[src/rtl/voter_session_if.sv]
// Ballot/verdict bundle between ballot-entry logic (master) and voter_session (slave).
interface voter_session_if #(
    parameter int ID_W  = 2,
    parameter int CNT_W = 3
);
    logic             start;
    logic             vote_valid;
    logic [ID_W-1:0]  vote_id;
    logic             vote_yes;
    logic             busy;
    logic             done;
    logic [2:0]       result;
    logic [CNT_W-1:0] yes_cnt;
    logic [CNT_W-1:0] no_cnt;
    logic             dup_err;

    modport master (
        output start, vote_valid, vote_id, vote_yes,
        input  busy, done, result, yes_cnt, no_cnt, dup_err
    );

    modport slave (
        input  start, vote_valid, vote_id, vote_yes,
        output busy, done, result, yes_cnt, no_cnt, dup_err
    );
endinterface

[src/rtl/voter_session.sv]
// Clocked voting session: one ballot per cycle, duplicate rejection, timeout, one-hot verdict.
// Optional macro VOTER_QUORUM_EN: verdict 3'b000 when fewer than QUORUM ballots were cast.
module voter_session #(
    parameter int N_VOTERS    = 4,
    parameter int ID_W        = 2,
    parameter int CNT_W       = 3,
    parameter int TIMEOUT_CYC = 16,
    parameter int QUORUM      = 3
) (
    input logic            clk,
    input logic            rst,
    voter_session_if.slave bus
);
    localparam int TMR_W = $clog2(TIMEOUT_CYC + 1);
    localparam logic [ID_W:0]      ID_LIMIT = (ID_W + 1)'(N_VOTERS);
    localparam logic [TMR_W-1:0]   TMR_LAST = TMR_W'(TIMEOUT_CYC - 1);

    localparam logic [1:0] S_IDLE    = 2'd0;
    localparam logic [1:0] S_COLLECT = 2'd1;
    localparam logic [1:0] S_DECIDE  = 2'd2;

    if ((2 ** ID_W) < N_VOTERS || TIMEOUT_CYC < 1 || QUORUM < 0 || (2 ** CNT_W) <= N_VOTERS) begin : g_bad_params
        $error("voter_session: illegal parameter combination");
    end

    logic [1:0]          state_q, state_d;
    logic [N_VOTERS-1:0] mask_q, mask_d;
    logic [TMR_W-1:0]    timer_q, timer_d;
    logic [CNT_W-1:0]    yes_q, yes_d, no_q, no_d;
    logic [2:0]          result_q, result_d;
    logic                done_q, done_d;
    logic                busy_q, busy_d;
    logic                dup_q, dup_d;
    logic                in_range, accept;
    logic [2:0]          verdict;

`ifdef VOTER_QUORUM_EN
    localparam logic [CNT_W:0] QUORUM_W = (CNT_W + 1)'(QUORUM);
`endif

    always_comb begin
        if (yes_q > no_q)
            verdict = 3'b100;
        else if (yes_q == no_q)
            verdict = 3'b010;
        else
            verdict = 3'b001;
`ifdef VOTER_QUORUM_EN
        if (({1'b0, yes_q} + {1'b0, no_q}) < QUORUM_W)
            verdict = 3'b000;
`endif
    end

    always_comb begin
        state_d  = state_q;
        mask_d   = mask_q;
        timer_d  = timer_q;
        yes_d    = yes_q;
        no_d     = no_q;
        result_d = result_q;
        done_d   = 1'b0;
        dup_d    = 1'b0;
        in_range = ({1'b0, bus.vote_id} < ID_LIMIT);
        accept   = 1'b0;

        case (state_q)
            S_IDLE: begin
                if (bus.start) begin
                    state_d = S_COLLECT;
                    mask_d  = '0;
                    timer_d = '0;
                    yes_d   = '0;
                    no_d    = '0;
                end
            end
            S_COLLECT: begin
                timer_d = timer_q + 1'b1;
                accept  = bus.vote_valid && in_range && !mask_q[bus.vote_id];
                dup_d   = bus.vote_valid && !accept;
                if (accept) begin
                    mask_d[bus.vote_id] = 1'b1;
                    if (bus.vote_yes)
                        yes_d = yes_q + 1'b1;
                    else
                        no_d = no_q + 1'b1;
                end
                // completion looks at the updated mask so the last ballot closes the session at once
                if ((&mask_d) || (timer_q == TMR_LAST))
                    state_d = S_DECIDE;
            end
            S_DECIDE: begin
                result_d = verdict;
                done_d   = 1'b1;
                state_d  = S_IDLE;
            end
            default: state_d = S_IDLE;
        endcase

        busy_d = (state_d != S_IDLE);
    end

    always_ff @(posedge clk or posedge rst) begin
        if (rst) begin
            state_q  <= S_IDLE;
            mask_q   <= '0;
            timer_q  <= '0;
            yes_q    <= '0;
            no_q     <= '0;
            result_q <= 3'b000;
            done_q   <= 1'b0;
            busy_q   <= 1'b0;
            dup_q    <= 1'b0;
        end else begin
            state_q  <= state_d;
            mask_q   <= mask_d;
            timer_q  <= timer_d;
            yes_q    <= yes_d;
            no_q     <= no_d;
            result_q <= result_d;
            done_q   <= done_d;
            busy_q   <= busy_d;
            dup_q    <= dup_d;
        end
    end

    assign bus.busy    = busy_q;
    assign bus.done    = done_q;
    assign bus.result  = result_q;
    assign bus.yes_cnt = yes_q;
    assign bus.no_cnt  = no_q;
    assign bus.dup_err = dup_q;
endmodule

[src/flat_wrapper.sv]
// flat-port wrapper written by rule: the top's interface ports become plain ports
module voter_session_flat 
#(
    parameter int N_VOTERS    = 4,
    parameter int ID_W        = 2,
    parameter int CNT_W       = 3,
    parameter int TIMEOUT_CYC = 16,
    parameter int QUORUM      = 3
)
  (clk, rst, bus_start, bus_vote_valid, bus_vote_id, bus_vote_yes, bus_busy, bus_done, bus_result, bus_yes_cnt, bus_no_cnt, bus_dup_err);
  voter_session_if #(.ID_W(ID_W), .CNT_W(CNT_W)) bus_i ();
  input logic clk;
  input logic rst;
  input wire logic [$bits(bus_i.start)-1:0] bus_start;
  input wire logic [$bits(bus_i.vote_valid)-1:0] bus_vote_valid;
  input wire logic [$bits(bus_i.vote_id)-1:0] bus_vote_id;
  input wire logic [$bits(bus_i.vote_yes)-1:0] bus_vote_yes;
  output wire logic [$bits(bus_i.busy)-1:0] bus_busy;
  output wire logic [$bits(bus_i.done)-1:0] bus_done;
  output wire logic [$bits(bus_i.result)-1:0] bus_result;
  output wire logic [$bits(bus_i.yes_cnt)-1:0] bus_yes_cnt;
  output wire logic [$bits(bus_i.no_cnt)-1:0] bus_no_cnt;
  output wire logic [$bits(bus_i.dup_err)-1:0] bus_dup_err;
  assign bus_i.start = bus_start;
  assign bus_i.vote_valid = bus_vote_valid;
  assign bus_i.vote_id = bus_vote_id;
  assign bus_i.vote_yes = bus_vote_yes;
  assign bus_busy = bus_i.busy;
  assign bus_done = bus_i.done;
  assign bus_result = bus_i.result;
  assign bus_yes_cnt = bus_i.yes_cnt;
  assign bus_no_cnt = bus_i.no_cnt;
  assign bus_dup_err = bus_i.dup_err;
  voter_session #(.N_VOTERS(N_VOTERS), .ID_W(ID_W), .CNT_W(CNT_W), .TIMEOUT_CYC(TIMEOUT_CYC), .QUORUM(QUORUM)) u_core (.clk(clk), .rst(rst), .bus(bus_i));
endmodule
[config.mk]
export PLATFORM = sky130hd
export DESIGN_NAME = voter_session_flat
export DESIGN_NICKNAME = d
export VERILOG_FILES = /design/src/rtl/voter_session_if.sv /design/src/rtl/voter_session.sv /design/src/flat_wrapper.sv
export SDC_FILE = /design/constraint.sdc
export NUM_CORES = 1
export LEC_CHECK = 0
export ABC_AREA = 1
export BUFFER_PORTS_ARGS = -buffer_cell sky130_fd_sc_hd__buf_2
export CAP_MARGIN = 25
export CORE_UTILIZATION = 30
export DETAILED_ROUTE_END_ITERATION = 7
export PLACE_DENSITY = 0.45
export SYNTH_ARGS = -nofsm -noshare
export SYNTH_HDL_FRONTEND = slang
export SYNTH_SLANG_ARGS = --single-unit
[constraint.sdc]
create_clock -name clk -period 1.3 [get_ports clk]
set_input_delay 0.195 -clock clk [delete_from_list [all_inputs] [get_ports clk]]
set_output_delay 0.195 -clock clk [all_outputs]
set_load 0.02 [all_outputs]
* Word-level counts from Yosys, hierarchy flattened
Cells that the tools add are included.
** Storage, ports and cells
- Input bits :: 7
- Output and inout port bits :: 12
- Bits in registers :: 23
** Operators by class
- Multiplexer cells :: 24
- Bitwise gates (word level) :: 1
- Reduce and logical (&&, ||, !) cells :: 13
- Equal/unequal tests :: 8
- Add/subtract/negate cells :: 3
- $lt $le $gt $ge :: 3
** Operators with widths (count)
- $mux 3 :: 6
- $mux 4 :: 3
- $pmux 3 s2 :: 2
- $reduce_and 4->1 :: 3
- $pmux 5 s2 :: 1
- $pmux 4 s2 :: 1
- $add 3x1->3 const B :: 2
- $mux 2 :: 3
- $ne 2x2->1 const B :: 3
- $add 5x1->5 const B :: 1
- $eq 5x4->1 const B :: 1
- $mux 5 :: 1
- $mux 1 :: 4
- $or 4x4->4 :: 1
- $pmux 2 s2 :: 1
- $reduce_bool 2->1 :: 2
- $eq 3x3->1 :: 1
- $gt 3x3->1 :: 1
- $logic_and 1x1->1 :: 3
- $lt 2x3->1 const B :: 1
- $bmux 1 s2 :: 1
- $demux 1 s2 :: 1
- $eq 2x1->1 const B :: 1
- $eq 2x2->1 const B :: 1
- 6 further kinds :: 7

* Longest topological paths before layout
Gate-level depths: netlist (run 1).
- Depth after elaboration :: 12
- Mapped depth :: 11
- Depth with buffers taken out :: 10

* Worst setup path before layout (run 1)
OpenSTA, ideal clock, no wires.
- Path kind :: register -> register
- From :: register u_core.no_q[2] (netlist: u_core.bus.no_cnt[2])
- To :: register u_core.result_q[2] (netlist: u_core.bus.result[2])
- Period minus slack after synthesis :: 1342 ps
- Arrival time :: 1221 ps
- Required time :: 1179 ps
- Cell stages (with the launch flop) :: 6
- Slack :: -42 ps
- Buffers on the path :: 0
- Setup time :: 121 ps
- Cell sequence :: dfrtp_1 inv_1 ha_1 a21oi_1 o21ai_0 a22o_1
** Between the ends
- Longest elaborated chain between the ends :: 2
** Ends and longest elaborated chain
- from (decl) :: RTL line voter_session.sv:29 : logic [CNT_W-1:0] yes_q, yes_d, no_q, no_d;
- from (signal assigned) :: RTL line voter_session.sv:118 : no_q <= no_d;
- $gt 3x3->1 :: RTL line voter_session.sv:42 : if (yes_q > no_q)
- $mux 3 :: RTL line voter_session.sv:42
- to (signal assigned) :: RTL line voter_session.sv:119 : result_q <= result_d;
- to (decl) :: RTL line voter_session.sv:30 : logic [2:0] result_q, result_d;
Every way passes these cells.
A chain may end at the register's enable or synchronous reset.

* Worst setup path after layout (run 1)
- From :: register u_core.mask_q[1]
- To :: register u_core.no_q[2] (netlist: u_core.bus.no_cnt[2])
** Between the ends
- Longest elaborated chain between the ends :: 6
** Ends and longest elaborated chain
- from (decl) :: RTL line voter_session.sv:27 : logic [N_VOTERS-1:0] mask_q, mask_d;
- from (signal assigned) :: RTL line voter_session.sv:115 : mask_q <= mask_d;
- $bmux 1 s2 :: RTL line voter_session.sv:78 : accept = bus.vote_valid && in_range && !mask_q[bus.vote_id];
- $mux 1 (not written as such) :: RTL line voter_session.sv:78
- $logic_not 1->1 :: RTL line voter_session.sv:78
- $logic_and 1x1->1 :: RTL line voter_session.sv:78
- $ne 2x1->1 (no source line)
- $reduce_and 4->1 (no source line)
Every way passes these cells. The select of a mux whose other input is x is not followed.

==> results of run 1 <==
critical path, stage by stage, from the launching register on:
cell and delay (ns):
dfrtp_1 0.40, nand3_2 0.09, nand2_4 0.06, buf_6 0.12
nor3b_4 0.18, nand3_2 0.10, inv_2 0.08, nand2_2 0.06
nand2_2 0.07, nand2_2 0.05, nor2_2 0.08
power breakdown:
group	internal [mW]	leakage, nW	switching [mW]
Clock	0.217	0.0217	0.239
Sequential	1.01	0.291	0.184
Combinational	1.08	0.589	1.21
per-layer routing:
| layer | wire length [um] | vias to the layer above | GRT usage |
|---|---|---|---|
| met5 | 0 | - | 0 |
| met4 | 23 | 0 | 0.0399 |
| met3 | 74 | 2 | 0.0362 |
| met2 | 1420 | 11 | 0.239 |
| met1 | 1280 | 513 | 0.176 |
| li1 | - | 552 | - |
registers in the layout (all words and copies together) (netlist names):
name                cells
u_core.bus.no_cnt       3
u_core.bus.dup_err      1
u_core.bus.yes_cnt      3
u_core.bus.result       3
u_core.bus.busy         1
u_core.mask_q           4
u_core.timer_q          5
u_core.state_q          2
u_core.bus.done         1
cell families after synthesis:
| kind of cell | synth area share |
|---|---|
| DFF | 0.468 |
| AOI/OAI and AO/OA | 0.107 |
| buffers and inverters | 0.0866 |
| and+or+nand+nor | 0.260 |
| adders and majority gates | 0.0713 |
| xor gates and xnor gates | 0.00713 |
cell usage in the layout (no fill, tap or decap), drive strengths merged:
| master | count |
|---|---|
| nand3 | 11 |
| nor4 | 1 |
| clkbuf | 3 |
| a21oi | 3 |
| o21ai | 10 |
| nand2 | 33 |
| xor2 | 1 |
| o21bai | 1 |
| o22ai | 2 |
| or2 | 1 |
| nand4 | 2 |
| dfrtp | 23 |
| nor2 | 14 |
| nor3b | 1 |
| a32o | 1 |
| a22o | 2 |
| inv | 24 |
| clkinvlp | 1 |
| o21a | 2 |
| ha | 7 |
| dlygate4sd3 | 1 |
| buf | 47 |
stage by stage:
step	std cells	hold slack (ns)	cell area [um^2]	util
6_report	239	0.345	1780	0.469
5_1_grt	239	0.363	1780	0.469
4_1_cts	231	0.310	1620	0.426
3_5_place_dp	220	0.272	1480	0.389
3_3_place_gp	220	0.260	1480	0.389
2_1_floorplan	141	0.197	1230	-
cell type report:
class | instances | area, um^2 | share of cell area
sequential | 23 | 577 | 0.324
multi-input combinational | 92 | 674 | 0.378
clock buffer | 3 | 41.3 | 0.0232
tap | 48 | 60.1 | 0.0337
inverter | 24 | 90.1 | 0.0505
clock inverter | 1 | 7.51 | 0.00421
timing repair buffer | 48 | 333 | 0.187
timing repair:
| action | 4_1_cts | 5_1_grt |
|---|---|---|
| hold endpoints to repair | 23 | 0 |
| setup buffers | 6 | 8 |
| hold buffers | 1 | 0 |
| pin swaps | 6 | 17 |
| gates resized for setup | 10 | 35 |
| setup endpoints to repair | 5 | 14 |
worst max path at each step:
stage                     cells past startpoint  slack, ns            startpoint                    end
after floorplan                               5       0.01  u_core.bus.no_cnt[2]   u_core.bus.result[2]
after global placement                        7     -0.008     u_core.state_q[1]  u_core.bus.yes_cnt[0]
after detailed placement                      7      -0.05     u_core.state_q[1]  u_core.bus.yes_cnt[0]
after CTS                                     8      -0.05      u_core.mask_q[1]  u_core.bus.yes_cnt[0]
after global routing                         10      -0.17      u_core.mask_q[1]   u_core.bus.no_cnt[2]
final                                        10      -0.06      u_core.mask_q[1]   u_core.bus.no_cnt[2]
==> results.sh, run 1 <==
export IMPL_status="complete, but fails checks"
export IMPL_violations="setup timing"
export IMPL_ys_types=26
export IMPL_grt_pass1_wl_um=4620
export IMPL_io_buffers=18
export IMPL_hold_start="bus_vote_yes"
export IMPL_rsz0062_at_grt="true"
export IMPL_maxCapViolCount=0
export IMPL_numCtsBuffers=3
export IMPL_nets=206
export IMPL_fin_skew_ns=0.00762
export IMPL_nFillCells=395
export IMPL_grt_pass1_vias=1071
export IMPL_syn_to_final_growth_pct=45.1
export IMPL_synth_main_ff_cell="dfrtp_1"
export IMPL_hold_path_class="input port to flop"
export IMPL_r2r_start="u_core.mask_q[1]"
export IMPL_hold_path_end="u_core.bus.yes_cnt[1]"
export IMPL_syn_inst=141
export IMPL_layout_setup_ws_ns=-0.0638
export IMPL_synth_edf_count=0
export IMPL_drt_pre_antenna_iters=4
export IMPL_whs_path_depth=5
export IMPL_regToRegSetupSlack_ns=-0.06
export IMPL_synth_top_area_share=0.468
export IMPL_dieWidth_um=66.0
export IMPL_end_kind="flop"
export IMPL_dieArea_um2=4360
export IMPL_drt_iter0_markers=33
export IMPL_netlist_area_um2=1230
export IMPL_worst_ep_arrival_time_ns=1.56
export IMPL_clk_path_buf_depth=2
export IMPL_preCtsSetupSlack_ns=-0.0507
export IMPL_post_synth_top_count_cell="nand2_1"
export IMPL_cts_root_buf="clkbuf_8"
export IMPL_io_pins=19
export IMPL_antenna_found_initial=0
export IMPL_synth_area_leaders="dfrtp_1 (47%), nand2_1 (8.9%), ha_1 (7.1%), inv_1 (5.8%), o21ai_0 (4.1%)"
export IMPL_synthTopCellsByCount="nand2_1 (29), dfrtp_1 (23), inv_1 (19)"
export IMPL_n_antenna_cell=0
export IMPL_routed_wl_um=2800
export IMPL_worst_pin_slew_ns=0.313
export IMPL_clock_latency_ns=0.27
export IMPL_async_flop_share=1.00
export IMPL_yosysTopAreaCell="dfrtp_1"
export IMPL_hold_viol=0
export IMPL_vias_per_cell=4.51
export IMPL_path_clk_slew_ns=0.08
export IMPL_startpoint_type="flop"
export IMPL_total_power_mw=3.95
export IMPL_grt_max_degree=24
export IMPL_start_util=0.323
export IMPL_num_vias=1078
export IMPL_placementRows=22
export IMPL_synth_area_per_cell_um2=8.71
export IMPL_finalSetupTns_ns=-0.221
export IMPL_gp_congestion=0.745
export IMPL_grt_use_total=0.141
export IMPL_yosysSeqAreaShare=0.468
export IMPL_irDropWorstVdd_mv=0.975
export IMPL_overflow=0
export IMPL_fin_crit_sh=1.05
export IMPL_synth_seq_cells=23
export IMPL_cts_sinks=23
export IMPL_cts_tree="built"
export IMPL_drv_slew=0
export IMPL_drive_above_1_share=0.518
export IMPL_dp_hpwl_um=1960
export IMPL_required_ns=1.50
export IMPL_core_um2=3800
export IMPL_setup_viol=6
export IMPL_cp_max_fo=3
export IMPL_ant_nets=0
export IMPL_die_h_um=66.0
export IMPL_period_minus_slack_ns=1.36
export IMPL_power_leakage_nw=0.901
export IMPL_htree_levels=1
export IMPL_crit_type="flop to flop"
export IMPL_powerDensity_nw_per_um2=2210
export IMPL_ys_warn_count=0
export IMPL_drc_errors=0
export IMPL_avgRoutedWirePerCell_um=11.7
export IMPL_worstRegToRegCells=10
export IMPL_r2r_end="u_core.bus.no_cnt[2]"
export IMPL_fmax_mhz=733
export IMPL_relSlewSlack=0.790
export IMPL_syn_nets=155
Note: power is estimated with default switching activity, not from simulation.
==> inputs of run 2 (changes only) <==
CORE_UTILIZATION = 49   (was 30)
PLACE_DENSITY = 0.69   (was 0.45)
SETUP_SLACK_MARGIN = 0.5   (was not set)
==> results.sh, run 2 (synthesized netlist as in run 1, its figures left out) <==
export IMPL_status="complete, but fails checks"
export IMPL_violations="setup timing"
export IMPL_dieWidth_um=52.1
export IMPL_cp_max_fo=4
export IMPL_whs_path_depth=3
export IMPL_fmax_mhz=745
export IMPL_worstRegToRegCells=6
export IMPL_avgRoutedWirePerCell_um=14.7
export IMPL_cts_sinks=23
export IMPL_drt_iter0_markers=24
export IMPL_antenna_found_initial=0
export IMPL_drv_slew=0
export IMPL_syn_to_final_growth_pct=55.4
export IMPL_clock_latency_ns=0.32
export IMPL_power_leakage_nw=0.917
export IMPL_worst_ep_arrival_time_ns=1.57
export IMPL_top_regs="u_core.timer_q (5), u_core.mask_q (4)"
export IMPL_start_util=0.535
export IMPL_dp_hpwl_um=1900
export IMPL_nets=203
export IMPL_hold_viol=0
export IMPL_cts_tree="built"
export IMPL_rsz0062_at_grt="true"
export IMPL_drive_above_1_share=0.612
export IMPL_crit_slowest_cell="dfrtp_1"
export IMPL_setup_viol=3
export IMPL_final_area_um2=1910
export IMPL_largest_register="u_core.timer_q"
export IMPL_clk_path_buf_depth=2
export IMPL_htree_levels=1
export IMPL_io_buffers=18
export IMPL_grt_use_total=0.252
export IMPL_fin_crit_sh=1.03
export IMPL_grt_pass1_vias=1124
export IMPL_powerDensity_nw_per_um2=2310
export IMPL_hold_path_class="input port to flop"
export IMPL_vias_per_cell=5.14
export IMPL_holdWs_ns=0.200
export IMPL_num_vias=1111
export IMPL_cts_root_buf="clkbuf_4"
export IMPL_core_um2=2300
export IMPL_drt_pre_antenna_iters=4
export IMPL_worst_pin_slew_ns=0.348
export IMPL_required_ns=1.52
export IMPL_placed_cells=190
export IMPL_placementRows=17
export IMPL_path_clk_slew_ns=0.12
export IMPL_numCtsBuffers=3
export IMPL_period_minus_slack_ns=1.34
export IMPL_drc_errors=0
export IMPL_nFillCells=124
export IMPL_overflow=0
export IMPL_final_cell_mix="buf_6 (19), buf_4 (19), nand2_1 (18)"
export IMPL_layout_setup_ws_ns=-0.0421
export IMPL_routed_wl_um=3170
export IMPL_io_pins=19
export IMPL_postPlaceCellArea_um2=1470
export IMPL_grt_max_degree=24
export IMPL_slowest_delay_ns=0.43
export IMPL_finalSetupTns_ns=-0.0967
export IMPL_gp_congestion=0.739
export IMPL_n_antenna_cell=0
export IMPL_grt_pass1_wl_um=4890
export IMPL_largest_reg_flops=5
export IMPL_fin_skew_ns=0.00778
export IMPL_startpoint_type="flop"
export IMPL_end_kind="flop"
export IMPL_fin_cells=216
export IMPL_maxCapViolCount=0
export IMPL_crit_type="flop to flop"
export IMPL_ant_nets=0
export IMPL_dieArea_um2=2710
export IMPL_die_h_um=52.1
export IMPL_cp_cell_sequence="nand3_2 > nand2_4 > nor4_4 > nand3_1 > nand2_1 > a21oi_2"
export IMPL_irDropWorstVdd_mv=1.61
export IMPL_relSlewSlack=0.766
==> run 2: cell types whose count changed in the layout (fill, tap and decap cells not counted), moves of 3 or more <==
| cell | delta |
|---|---|
| nor2_2 | -3 |
| clkbuf_4 | +3 |
| buf_2 | -12 |
| buf_6 | +15 |
| dfrtp_2 | +6 |
| ha_4 | +3 |
| buf_4 | -6 |
| o21ai_0 | -4 |
| dfrtp_1 | -6 |
| o21ai_2 | +4 |
| inv_1 | -3 |
| nor2_4 | +3 |
| clkbuf_8 | -3 |
| ha_1 | -3 |
==> run 2: worst max-delay path: cells and delay by family, from the launching register on <==
family | cells | cell delay [ns]
DFF | 1 | 0.43
AOI/OAI and AO/OA | 1 | 0.03
and+or+nand+nor | 5 | 0.80
==> run 2: stage by stage <==
step | util | power (mW) | setup slack (ns)
2_1_floorplan | - | 2.58 | 0.0975
3_3_place_gp | 0.638 | 2.96 | -0.000376
3_5_place_dp | 0.638 | 3.05 | -0.0373
4_1_cts | 0.767 | 4.00 | -0.00239
5_1_grt | 0.831 | 4.73 | -0.120
6_report | 0.831 | 4.42 | -0.0421
==> run 2: power breakdown <==
group,internal (mW),switching (mW)
clock,0.120,0.213
sequential,1.03,0.283
combinational,1.38,1.39
==> run 2: layer usage <==
metal | GRT usage | vias to the layer above | wire length, um
met5 | 0 | - | 0
met2 | 0.464 | 17 | 1740
met3 | 0.0468 | 4 | 96
li1 | - | 552 | -
met4 | 0.0856 | 0 | 59
met1 | 0.288 | 538 | 1270
==> run 2: layout make-up <==
| type | instances | area, um^2 | area share |
|---|---|---|---|
| inverter | 24 | 95.1 | 0.0498 |
| timing repair buffer | 45 | 397 | 0.208 |
| multi-input combinational | 92 | 772 | 0.404 |
| clock buffer | 4 | 26.3 | 0.0138 |
| tap | 28 | 35.0 | 0.0183 |
| sequential | 23 | 584 | 0.306 |
==> run 2: timing repair <==
action | 4_1_cts | 5_1_grt
hold buffers | 1 | 0
pin swaps | 15 | 19
cloned | 0 | 0
setup buffers | 13 | 8
endpoints found under the setup margin | 35 | 35
hold endpoints to repair | 23 | 0
resized for setup | 49 | 24
==> run 2: final timing paths <==
| path | start | endpoint | slack [ns] |
|---|---|---|---|
| worst max-delay path | u_core.mask_q[1] | u_core.bus.yes_cnt[2] | -0.04 |
| min in group asynchronous | rst | u_core.bus.dup_err | 0.46 |
| worst min-delay path | bus_vote_valid | u_core.bus.dup_err | 0.20 |
| max in group asynchronous | rst | u_core.bus.no_cnt[0] | 0.60 |
| worst max register to register | u_core.mask_q[1] | u_core.bus.yes_cnt[2] | -0.04 |
| worst min register to register | u_core.state_q[1] | u_core.state_q[1] | 0.54 |
